File: config.mk
export PLATFORM = sky130hd
export DESIGN_NAME = led_court_engine
export DESIGN_NICKNAME = d
export VERILOG_FILES = /design/src/rtl/led_court_pkg.sv /design/src/rtl/court_tick_gen.sv /design/src/rtl/led_court_engine.sv
export SDC_FILE = /design/constraint.sdc
export NUM_CORES = 1
export LEC_CHECK = 0
export CORE_MARGIN = 3
export CORE_UTILIZATION = 55
export CTS_BUF_LIST = sky130_fd_sc_hd__clkbuf_4
export CTS_CLUSTER_SIZE = 20
export DETAILED_ROUTE_END_ITERATION = 7
export PLACE_DENSITY = 0.77
export SLEW_MARGIN = 20
export SYNTH_ARGS = -nofsm -noshare
export SYNTH_HDL_FRONTEND = slang
export SYNTH_SLANG_ARGS = --single-unit
File: constraint.sdc
create_clock -name clk -period 7 [get_ports clk]
set_input_delay 0.7 -clock clk [delete_from_list [all_inputs] [get_ports clk]]
set_output_delay 0.7 -clock clk [all_outputs]
set_load 0.01 [all_outputs]
File: src/rtl/led_court_pkg.sv
// -----------------------------------------------------------------------------
// led_court_pkg
// Shared definitions for the LED court game core: rally state encoding,
// player index constants, default parameter values and a width helper.
// No ports (package).
// -----------------------------------------------------------------------------
package led_court_pkg;

    typedef enum logic [2:0] {
        ST_SERVE   = 3'd0,
        ST_TO_FAR  = 3'd1,
        ST_TO_NEAR = 3'd2,
        ST_POINT   = 3'd3,
        ST_OVER    = 3'd4
    } court_state_t;

    localparam logic PLAYER0 = 1'b0;
    localparam logic PLAYER1 = 1'b1;

    localparam int unsigned DEF_NUM_LEDS     = 16;
    localparam int unsigned DEF_HIT_ZONE     = 2;
    localparam int unsigned DEF_BASE_DIV     = 50_000_000;
    localparam int unsigned DEF_MIN_DIV      = 5_000_000;
    localparam int unsigned DEF_SPEEDUP_STEP = 2_500_000;
    localparam int unsigned DEF_SCORE_W      = 8;
    localparam int unsigned DEF_WIN_SCORE    = 11;
    localparam int unsigned DEF_POINT_HOLD   = 100_000_000;

    // $clog2 that never returns zero, so a degenerate parameter still
    // yields a legal vector width.
    function automatic int unsigned clog2_min1(input int unsigned v);
        return (v < 2) ? 1 : $clog2(v);
    endfunction

endpackage

File: src/rtl/court_tick_gen.sv
// -----------------------------------------------------------------------------
// court_tick_gen
// Ball-step tick generator. Counts 0..period-1 and pulses o_tick for one
// cycle when the count equals period-1. i_restart forces the count back to 0
// so the next tick arrives exactly i_period cycles later.
// Ports:
//   i_clk      system clock
//   i_rst_n    asynchronous active-low reset
//   i_restart  restart the count (suppresses a coincident tick)
//   i_period   step period in clk cycles (>= 1)
//   o_tick     one-cycle step pulse
// -----------------------------------------------------------------------------
module court_tick_gen
    import led_court_pkg::*;
#(
    parameter int unsigned DIV_W = clog2_min1(DEF_BASE_DIV + 1)
) (
    input  logic             i_clk,
    input  logic             i_rst_n,
    input  logic             i_restart,
    input  logic [DIV_W-1:0] i_period,
    output logic             o_tick
);

    logic [DIV_W-1:0] r_cnt;
    logic             w_last;

    assign w_last = (r_cnt == (i_period - DIV_W'(1)));
    assign o_tick = w_last & ~i_restart;

    always_ff @(posedge i_clk or negedge i_rst_n) begin
        if (!i_rst_n) begin
            r_cnt <= '0;
        end else if (i_restart || w_last) begin
            r_cnt <= '0;
        end else begin
            r_cnt <= r_cnt + DIV_W'(1);
        end
    end

endmodule

File: src/rtl/led_court_engine.sv
// -----------------------------------------------------------------------------
// led_court_engine
// Ball-and-court game core for the LED tennis/squash board: button
// synchronisers, step tick generator, rally FSM, hit windows, faults,
// scoring and win detection. All outputs are registered.
// Optional feature macro: LED_COURT_SPEEDUP_EN (returns shorten the step
// period by SPEEDUP_STEP down to MIN_DIV; otherwise period stays BASE_DIV).
// Ports:
//   clk        system clock
//   reset      asynchronous active-low reset
//   squash     mode: 0 tennis, 1 squash (sampled while serving)
//   hits[1:0]  raw player buttons, asynchronous
//   leds       court display (one-hot ball, all-on during point / game over)
//   score0/1   player scores
//   server     player serving next / serving
//   game_over  set once a score reaches WIN_SCORE
//   winner     winning player, valid while game_over
// -----------------------------------------------------------------------------
module led_court_engine
    import led_court_pkg::*;
#(
    parameter int unsigned NUM_LEDS     = DEF_NUM_LEDS,
    parameter int unsigned HIT_ZONE     = DEF_HIT_ZONE,
    parameter int unsigned BASE_DIV     = DEF_BASE_DIV,
    parameter int unsigned MIN_DIV      = DEF_MIN_DIV,
    parameter int unsigned SPEEDUP_STEP = DEF_SPEEDUP_STEP,
    parameter int unsigned SCORE_W      = DEF_SCORE_W,
    parameter int unsigned WIN_SCORE    = DEF_WIN_SCORE,
    parameter int unsigned POINT_HOLD   = DEF_POINT_HOLD
) (
    input  logic                clk,
    input  logic                reset,
    input  logic                squash,
    input  logic [1:0]          hits,
    output logic [NUM_LEDS-1:0] leds,
    output logic [SCORE_W-1:0]  score0,
    output logic [SCORE_W-1:0]  score1,
    output logic                server,
    output logic                game_over,
    output logic                winner
);

    localparam int unsigned DIV_W  = clog2_min1(BASE_DIV + 1);
    localparam int unsigned HOLD_W = clog2_min1(POINT_HOLD);
    localparam int unsigned POS_W  = clog2_min1(NUM_LEDS);

    localparam logic [POS_W-1:0] POS_FAR   = POS_W'(NUM_LEDS - 1);
    localparam logic [POS_W-1:0] ZONE_NEAR = POS_W'(HIT_ZONE);            // pos <  this
    localparam logic [POS_W-1:0] ZONE_FAR  = POS_W'(NUM_LEDS - HIT_ZONE); // pos >= this

`ifdef LED_COURT_SPEEDUP_EN
    localparam bit SPEEDUP_ON = 1'b1;
`else
    localparam bit SPEEDUP_ON = 1'b0;
`endif

    // Button synchroniser and rising-edge detect
    logic [1:0] r_hit_s1, r_hit_s2, r_hit_d;
    logic [1:0] w_edge;

    assign w_edge = r_hit_s2 & ~r_hit_d;

    court_state_t        r_state, w_state_n;
    logic [POS_W-1:0]    r_pos, w_pos_n;
    logic [NUM_LEDS-1:0] r_leds, w_leds_n;
    logic [SCORE_W-1:0]  r_score0, w_score0_n, r_score1, w_score1_n, w_cur_score;
    logic                r_server, w_server_n;
    logic                r_over, w_over_n;
    logic                r_winner, w_winner_n;
    logic                r_scorer, w_scorer_n;
    logic                r_squash, w_squash_n;
    logic                r_hitter, w_hitter_n;
    logic [DIV_W-1:0]    r_period, w_period_n, w_period_ret;
    logic [HOLD_W-1:0]   r_hold, w_hold_n;
    logic                w_restart, w_tick;
    logic                w_recv, w_in_zone, w_at_end;
    logic                w_point, w_point_to;

    court_tick_gen #(
        .DIV_W(DIV_W)
    ) u_tick (
        .i_clk    (clk),
        .i_rst_n  (reset),
        .i_restart(w_restart),
        .i_period (r_period),
        .o_tick   (w_tick)
    );

    // Guarded subtraction: only step down while the result stays above MIN_DIV.
    always_comb begin
        w_period_ret = DIV_W'(BASE_DIV);
        if (SPEEDUP_ON) begin
            if (32'(r_period) > (MIN_DIV + SPEEDUP_STEP)) begin
                w_period_ret = r_period - DIV_W'(SPEEDUP_STEP);
            end else begin
                w_period_ret = DIV_W'(MIN_DIV);
            end
        end
    end

    // Receiver, hit window and end-of-court for the current flight.
    // Squash flights toward the wall have no receiver end: the wall bounces.
    always_comb begin
        w_recv    = PLAYER0;
        w_in_zone = 1'b0;
        w_at_end  = 1'b0;
        if (r_squash) begin
            w_recv = r_hitter;
            if (r_state == ST_TO_NEAR) begin
                w_in_zone = (r_pos < ZONE_NEAR);
                w_at_end  = (r_pos == '0);
            end
        end else if (r_state == ST_TO_FAR) begin
            w_recv    = PLAYER1;
            w_in_zone = (r_pos >= ZONE_FAR);
            w_at_end  = (r_pos == POS_FAR);
        end else begin
            w_recv    = PLAYER0;
            w_in_zone = (r_pos < ZONE_NEAR);
            w_at_end  = (r_pos == '0);
        end
    end

    assign w_cur_score = (r_scorer == PLAYER0) ? r_score0 : r_score1;

    always_comb begin
        w_state_n  = r_state;
        w_pos_n    = r_pos;
        w_score0_n = r_score0;
        w_score1_n = r_score1;
        w_server_n = r_server;
        w_over_n   = r_over;
        w_winner_n = r_winner;
        w_scorer_n = r_scorer;
        w_squash_n = r_squash;
        w_hitter_n = r_hitter;
        w_period_n = r_period;
        w_hold_n   = r_hold;
        w_restart  = 1'b0;
        w_point    = 1'b0;
        w_point_to = PLAYER0;
        w_leds_n   = '1;

        case (r_state)
            ST_SERVE: begin
                w_squash_n = squash;
                w_pos_n    = (r_server == PLAYER1 && !squash) ? POS_FAR : '0;
                if (w_edge[r_server]) begin
                    w_restart  = 1'b1;
                    w_period_n = DIV_W'(BASE_DIV);
                    w_hitter_n = ~r_server;
                    w_state_n  = (squash || r_server == PLAYER0) ? ST_TO_FAR : ST_TO_NEAR;
                end
            end

            ST_TO_FAR, ST_TO_NEAR: begin
                // A receiver edge takes priority over a coincident tick.
                if (w_edge[w_recv]) begin
                    if (w_in_zone) begin
                        w_restart  = 1'b1;
                        w_period_n = w_period_ret;
                        w_state_n  = (r_state == ST_TO_FAR) ? ST_TO_NEAR : ST_TO_FAR;
                        if (r_squash) begin
                            w_hitter_n = ~r_hitter;
                        end
                    end else begin
                        w_point    = 1'b1;
                        w_point_to = ~w_recv;
                    end
                end else if (w_tick) begin
                    if (w_at_end) begin
                        w_point    = 1'b1;
                        w_point_to = ~w_recv;
                    end else if (r_state == ST_TO_FAR) begin
                        if (r_pos == POS_FAR) begin
                            // squash wall bounce
                            w_state_n = ST_TO_NEAR;
                            w_pos_n   = r_pos - POS_W'(1);
                        end else begin
                            w_pos_n = r_pos + POS_W'(1);
                        end
                    end else begin
                        w_pos_n = r_pos - POS_W'(1);
                    end
                end
            end

            ST_POINT: begin
                if (r_hold == HOLD_W'(POINT_HOLD - 1)) begin
                    w_hold_n = '0;
                    if (w_cur_score == SCORE_W'(WIN_SCORE)) begin
                        w_state_n  = ST_OVER;
                        w_over_n   = 1'b1;
                        w_winner_n = r_scorer;
                    end else begin
                        w_state_n  = ST_SERVE;
                        w_server_n = r_scorer;
                        w_squash_n = squash;
                        w_pos_n    = (r_scorer == PLAYER1 && !squash) ? POS_FAR : '0;
                    end
                end else begin
                    w_hold_n = r_hold + HOLD_W'(1);
                end
            end

            ST_OVER: begin
            end

            default: begin
                w_state_n = ST_SERVE;
                w_pos_n   = '0;
            end
        endcase

        if (w_point) begin
            w_state_n  = ST_POINT;
            w_scorer_n = w_point_to;
            w_hold_n   = '0;
            if (w_point_to == PLAYER0) begin
                w_score0_n = r_score0 + SCORE_W'(1);
            end else begin
                w_score1_n = r_score1 + SCORE_W'(1);
            end
        end

        // LEDs follow the next state so they change on the same edge as pos.
        if (w_state_n == ST_POINT || w_state_n == ST_OVER) begin
            w_leds_n = '1;
        end else begin
            w_leds_n = NUM_LEDS'(1) << w_pos_n;
        end
    end

    always_ff @(posedge clk or negedge reset) begin
        if (!reset) begin
            r_hit_s1 <= '0;
            r_hit_s2 <= '0;
            r_hit_d  <= '0;
            r_state  <= ST_SERVE;
            r_pos    <= '0;
            r_leds   <= NUM_LEDS'(1);
            r_score0 <= '0;
            r_score1 <= '0;
            r_server <= PLAYER0;
            r_over   <= 1'b0;
            r_winner <= PLAYER0;
            r_scorer <= PLAYER0;
            r_squash <= 1'b0;
            r_hitter <= PLAYER1;
            r_period <= DIV_W'(BASE_DIV);
            r_hold   <= '0;
        end else begin
            r_hit_s1 <= hits;
            r_hit_s2 <= r_hit_s1;
            r_hit_d  <= r_hit_s2;
            r_state  <= w_state_n;
            r_pos    <= w_pos_n;
            r_leds   <= w_leds_n;
            r_score0 <= w_score0_n;
            r_score1 <= w_score1_n;
            r_server <= w_server_n;
            r_over   <= w_over_n;
            r_winner <= w_winner_n;
            r_scorer <= w_scorer_n;
            r_squash <= w_squash_n;
            r_hitter <= w_hitter_n;
            r_period <= w_period_n;
            r_hold   <= w_hold_n;
        end
    end

    assign leds      = r_leds;
    assign score0    = r_score0;
    assign score1    = r_score1;
    assign server    = r_server;
    assign game_over = r_over;
    assign winner    = r_winner;

endmodule

# After elaboration in Yosys (flattened, before gate mapping)
# Index checks and enable logic that the tools add are counted.
[classes] n_addsub=7 magnitude_cmp=4 eq_ne=16 shifts=1 n_mux=67 bitwise=9 n_reduce_logical=19
[op_table] cell="$mux W26" count=4
[op_table] cell="$mux W27" count=3
[op_table] cell="$pmux W26 S2" count=1
[op_table] cell="$mux W4" count=9
[op_table] cell="$mux W1" count=31
[op_table] cell="$mux W3" count=10
[op_table] cell="$add A27 B1 Y27 const B" count=1
[op_table] cell="$eq A27 B27 Y1 const B" count=1
[op_table] cell="$add A26 B1 Y26 const B" count=1
[op_table] cell="$eq A26 B26 Y1" count=1
[op_table] cell="$sub A26 B1 Y26 const B" count=1
[op_table] cell="$add A8 B1 Y8 const B" count=2
[op_table] cell="$mux W16" count=1
[op_table] cell="$pmux W4 S4" count=1
[op_table] cell="$shl A1 B4 Y16 const A" count=1
[op_table] cell="$ne A2 B2 Y1 const B" count=6
[op_table] cell="$pmux W3 S4" count=1
[op_table] cell="$eq A3 B2 Y1 const B" count=3
[op_table] cell="$reduce_and A3 Y1" count=3
[op_table] cell="$eq A8 B4 Y1 const B" count=1
[op_table] cell="$mux W8" count=1
[op_table] cell="$eq A3 B3 Y1 const B" count=2
[op_table] cell="$not A1 Y1" count=6
[op_table] cell="$pmux W1 S2" count=3
[op_table] cell="other kinds (21)" count=29
[totals] register_bits=130 out_inout_bits=35

# Depth between registers and ports, before layout
[depth] depth_word=16 mapped_depth=10

# Modules after synthesis
# From an unflattened synthesis, not the netlist that was laid out.
[unflattened] cells_unflattened=717 hier_area_um2=6676.4
[modules_own_cells] mod="led_court_engine" n_inst=1 cells_each=447 area_per_inst_um2=4277.9
[modules_own_cells] mod="court_tick_gen" n_inst=1 cells_each=270 area_per_inst_um2=2398.6

# Least setup slack after synthesis
# No wires, ideal clock.
[synth_timing] path_kind="register to register" from="reg r_pos[1]" to="reg r_score1[7], in the netlist score1[7]" setup_ps=125 arrival_ps=2654 required_ps=6875 setup_slack_ps=4221 stages_incl_launch_ff=10 path_buffers=0 period_less_slack_ps=2779 path_cell_list="dfrtp_1 inv_1 ha_1 or3b_2 mux2_1 nand4bb_1 o31ai_4 nand3_2 or3_1 xnor2_1"
[synth_between] elab_chain_len=12 elab_cells_between_ends=26 classes_between="order compare: 2; eq/ne: 1; mux: 19; bitwise: 2; reduce/logical: 2"
[synth_lines] item="start: declaration" line="led_court_engine.sv:64" text="logic [POS_W-1:0] r_pos, w_pos_n;"
[synth_lines] item="start signal: assignment" line="led_court_engine.sv:257" text="r_pos <= w_pos_n;"
[synth_lines] item="$lt A4 B2 Y1 or $ge A4 B4 Y1 (tied branches)" line="led_court_engine.sv:110, led_court_engine.sv:119, led_court_engine.sv:115"
[synth_lines] item="$mux W1, on equally long branches" line="led_court_engine.sv:113, led_court_engine.sv:109"
[synth_lines] item="$mux W1" line="led_court_engine.sv:107" text="if (r_squash) begin"
[synth_lines] item="$mux W1" line="led_court_engine.sv:159" text="if (w_in_zone) begin"
[synth_lines] item="$mux W1" line="led_court_engine.sv:158" text="if (w_edge[w_recv]) begin"
[synth_lines] item="$pmux W1 S2" line="led_court_engine.sv:144" text="case (r_state)"
[synth_lines] item="$not A1 Y1" line="court_tick_gen.sv:29" text="assign o_tick = w_last & ~i_restart;"
[synth_lines] item="$and A1 B1 Y1" line="court_tick_gen.sv:29"
[synth_lines] item="$mux W1" line="led_court_engine.sv:170" text="end else if (w_tick) begin"
[synth_lines] item="$mux W1" line="led_court_engine.sv:158"
[synth_lines] item="$mux W1" line="led_court_engine.sv:144"
[synth_lines] item="$reduce_and A2 Y1 (no source line) *"
[synth_lines] item="end signal: assignment" line="led_court_engine.sv:260" text="r_score1 <= w_score1_n;"
[synth_lines] item="end: declaration" line="led_court_engine.sv:66" text="logic [SCORE_W-1:0] r_score0, w_score0_n, r_score1, w_score1_n, w_cur_score;"
# Mark *: on every way between the ends. The rest lies on a longest branch, timed or not.
# A chain may end at the register's enable or synchronous reset.

# Worst setup path in the final report
[layout_timing] from="reg r_state[2]" to="reg r_leds[7], in the netlist leds[7]"
[layout_between] elab_chain_len=16 elab_cells_between_ends=47 classes_between="eq/ne: 6; shift: 1; mux: 35; bitwise: 2; reduce/logical: 3"
[layout_lines] item="start: declaration" line="led_court_engine.sv:63" text="court_state_t r_state, w_state_n;"
[layout_lines] item="start signal: assignment" line="led_court_engine.sv:256" text="r_state <= w_state_n;"
[layout_lines] item="$eq A3 B1 Y1"
[layout_lines] item="$mux W1" line="led_court_engine.sv:113" text="end else if (r_state == ST_TO_FAR) begin"
[layout_lines] item="$mux W1" line="led_court_engine.sv:107"
[layout_lines] item="$mux W1 (not written as such) (2 in series)" line="led_court_engine.sv:158"
[layout_lines] item="$mux W1" line="led_court_engine.sv:158"
[layout_lines] item="$pmux W1 S2" line="led_court_engine.sv:144"
[layout_lines] item="$not A1 Y1" line="court_tick_gen.sv:29"
[layout_lines] item="$and A1 B1 Y1" line="court_tick_gen.sv:29"
[layout_lines] item="$mux W3 or $mux W1 (tied branches)" line="led_court_engine.sv:170"
[layout_lines] item="$mux W3 or $mux W1 (tied branches)" line="led_court_engine.sv:158"
[layout_lines] item="$pmux W3 S4 or $mux W1 (tied branches)" line="led_court_engine.sv:144"
[layout_lines] item="$mux W3" line="led_court_engine.sv:215" text="if (w_point) begin"
[layout_lines] item="$eq A3 B2 Y1 or $eq A3 B3 Y1 (tied branches)" line="led_court_engine.sv:227" text="if (w_state_n == ST_POINT || w_state_n == ST_OVER) begin"
[layout_lines] item="$logic_or A1 B1 Y1" line="led_court_engine.sv:227"
[layout_lines] item="$mux W16 *" line="led_court_engine.sv:227"
[layout_lines] item="named net w_leds_n[7]" line="led_court_engine.sv:65" text="logic [NUM_LEDS-1:0] r_leds, w_leds_n;"
[layout_lines] item="end signal: assignment" line="led_court_engine.sv:258" text="r_leds <= w_leds_n;"
[layout_lines] item="end: declaration" line="led_court_engine.sv:65"
# Mark *: on every way through the listed nets, which the timed path passes. The rest lies on a longest branch. The select of a mux whose other input is x is not followed.

==> results.yml <==
timing:
  drv_slew: 0
  finalHoldViolCount: 0
  min_period_ns: 3.26
  finalSetupTns_ns: 0
  finClkSkew_ns: 0.0202
  rsz0062_at_grt: "false"
  holdWs_ns: 0.212
  period_share: 0.465
  fmax_ghz: 0.307
  setup_slack_ns: 3.74
  relSlewSlack: 0.311
  setup_viol: 0
  worst_slew_pin_slew_ns: 1.03
synth:
  ys_types: 67
  synth_nets: 545
  synth_edf_count: 0
  async_flop_share: 1.00
  synthTopCellsByArea: "dfrtp_1 (48%), xor2_1 (5.8%), nor2_1 (5.0%), nand2_1 (3.8%), o21ai_0 (2.6%)"
  ys_seq_elements: 104
  synth-simple-area-share: 0.245
  seq_area_frac_synth: 0.492
  synth_mux_area_frac: 0.0184
  synth-compound-area-share: 0.127
  avgSynthCellArea_um2: 9.94
  yosysWarnings: 0
  synth_top_family_by_area: "simple AND/OR/NAND/NOR gates"
  synth_xor_xnor_area_share: 0.0811
  yosys.area.top_type: "dfrtp_1"
  synth-main-ff-cell: "dfrtp_1"
  syn_inst: 532
  synth_area_um2: 5290
  yosysTopAreaCellShare: 0.482
  post_synth_fa_ha_maj_area_fraction: 0.0189
pwr:
  switching_share: 0.387
  internal_power_mw: 1.04
  pwr-share-seq: 0.458
  ir_drop_mv: 0.198
  p_switching_uw: 655
  finalPower_mw: 1.69
  pwr_density_cell_nw_per_um2: 285
  p_clk_frac: 0.174
  combPwrFrac: 0.368
  p_leak_nw: 2.61
routing:
  drtIter0Drc: 190
  firstDrtPassIters: 4
  drc_errors: 0
  totalWireLength_um: 10900
  routed_via_density: 5.88
  wl_per_cell_um: 15.4
  final_antenna_net_count: 0
  vias: 4156
clock_tree:
  cts-root-buf: "clkbuf_4"
  clk_latency_ns: 0.47
  cts_buffers: 9
  cts_htree_levels: 3
  cts_sinks: 104
  post_cts_resized: 0
  cts_buffer_depth: 2
  cts_tree: "built"
  clkTransAtPathRegs_ns: 0.17
  cts_hold_buf: 0
  post_cts_buffers: 0
worst_setup_path:
  cp.arrival_ns: 3.57
  cp-end-kind: "flip-flop"
  crit_family: "simple AND/OR/NAND/NOR gates"
  crit_start: "r_state[2]"
  reg2reg_from: "r_state[2]"
  cp_cell_sequence: "or4b_1 -> and4b_1 -> o221ai_1 -> o31ai_4 -> nand2_1 -> nor3b_2 -> o41ai_1"
  path_buf_inv: 0
  worstSetupPathType: "reg2reg"
  start_kind: "flip-flop"
  cpMaxStageDelayCell: "nor3b_2"
  cp.required_ns: 7.31
  timing.critical_path.slowest_cell_delay_ns: 0.79
  crit_fanout: 16
floorplanning:
  dieArea_um2: 10800
  dieWidth_um: 104
  ios: 40
  core-area_um2: 9280
  die_h_um: 104
  rows: 35
  initial_core_util: 0.570
global_routing:
  antenna_found_initial: 0
  grt_max_degree: 56
  grt_pass1_vias: 4023
  grt_overflow: 0
  grt_usage: 0.214
  grt_pass1_wl_um: 19400
layout:
  layout.nets: 586
  drive_gt1_frac: 0.0848
  finalInstanceArea_um2: 5950
  area_growth_pct: 12.4
  final_util: 0.640
  diodes: 0
  instances_no_fill: 707
hold_path:
  hp-class: "in2async"
job:
  maxCapViolCount: 0
status:
  status: "complete, no violations"
place:
  placed_area_um2: 5810
  place_congestion: 0.872
  io_buffer_count: 39
  dp_hpwl_um: 7750
  post-place-ws_ns: 3.83
  dp.cells: 691
## layout make-up
type | count | area [um2]
fill | 769 | 3340
sequential | 104 | 2610
multi-input combinational | 405 | 2600
timing repair buffer | 41 | 403
tap | 129 | 161
clock buffer | 9 | 67.6
clock inverter | 7 | 62.6
inverter | 12 | 47.5
## per-layer routing
layer | global-route usage | part of all wire | up-vias
met5 | 0 | 0 | -
met4 | 0.0560 | 0.012 | 0
met3 | 0.0484 | 0.039 | 12
met2 | 0.351 | 0.49 | 89
met1 | 0.290 | 0.46 | 2060
li1 | - | - | 1995
## worst reg2reg max path, delay by kind of cell, from the launching register on
| family | cells | cell delay (ns) |
|---|---|---|
| and+or+nand+nor | 4 | 1.86 |
| AOI/OAI and AO/OA | 3 | 0.72 |
| DFF | 1 | 0.52 |
## registers in the layout, summed over array words and instances, names as in the netlist
signal	cells
r_hold	27
u_tick.r_cnt	26
leds	16
score0	8
score1	8
r_pos	4
r_state	3
r_hit_d	2
r_hit_s1	2
r_hit_s2	2
game_over	1
r_hitter	1
r_scorer	1
r_squash	1
server	1
winner	1
## final timing paths
path                                     to  slack, ns  cells past startpoint
setup / recovery                    leds[7]       3.74                      7
hold / removal             u_tick.r_cnt[14]       0.21                      1
setup reg to reg                    leds[7]       3.74                      7
hold reg to reg                 r_hit_s2[0]       0.36                      0
max in group asynchronous         r_hold[4]       5.67                      2
min in group clk                r_hit_s2[0]       0.36                      0
## cell usage after synthesis, types with 2 or more instances
master and n:
nor3_1 13, dfstp_2 2, and3_1 12, o2111ai_1 2, or2_2 4, nand4_1 20
xor2_1 35, and2_1 4, inv_1 10, or4_1 2, o31ai_1 16, or4b_1 3
ha_1 8, nor3b_1 4, nor4_1 2, nand2_1 54, nand3_2 2, nand2b_1 8
mux2i_1 3, a211o_1 2, nor2b_1 2, a31o_2 2, a21o_1 4, and4_1 5
o21ai_0 28, nor4b_1 2, dfrtp_1 102, xnor2_1 14, a31oi_1 2, o41ai_1 9
nand3_1 25, or3_1 3, a21oi_1 12, nor2_1 70, clkbuf_1 10, or3b_2 3
mux2_2 3
## cells by family (layout without fill, tap and decap cells)
kind of cell               Yosys count  count (layout)
xor gates and xnor gates            49              49
AOI/OAI and AO/OA                   91              91
muxes                                8               8
buffers and inverters               23              69
and+or+nand+nor                    249             249
DFF                                104             104
adders and majority gates            8               8
## power by group through the flow
stage / Combinational, mW / Sequential, mW / Clock [mW]
4_1_cts: 0.620 / 0.776 / 0.304
5_1_grt: 0.694 / 0.793 / 0.329
6_report: 0.624 / 0.776 / 0.295
3_3_place_gp: 0.600 / 0.785 / 0
3_5_place_dp: 0.618 / 0.789 / 0
2_1_floorplan: 0.391 / 0.798 / 0
## layout by cell type (no fill, tap or decap), drive strengths merged, types with 14 or more instances in the layout
cell type,synthesis,final
o31ai,17,17
inv,12,15
nand2,54,54
nor3,14,14
xnor2,14,14
nand4,20,20
xor2,35,35
nor2,70,70
nand3,27,27
clkdlybuf4s50,0,38
o21ai,29,29
dfrtp,102,102
Note: power is estimated with default switching activity, not from simulation.
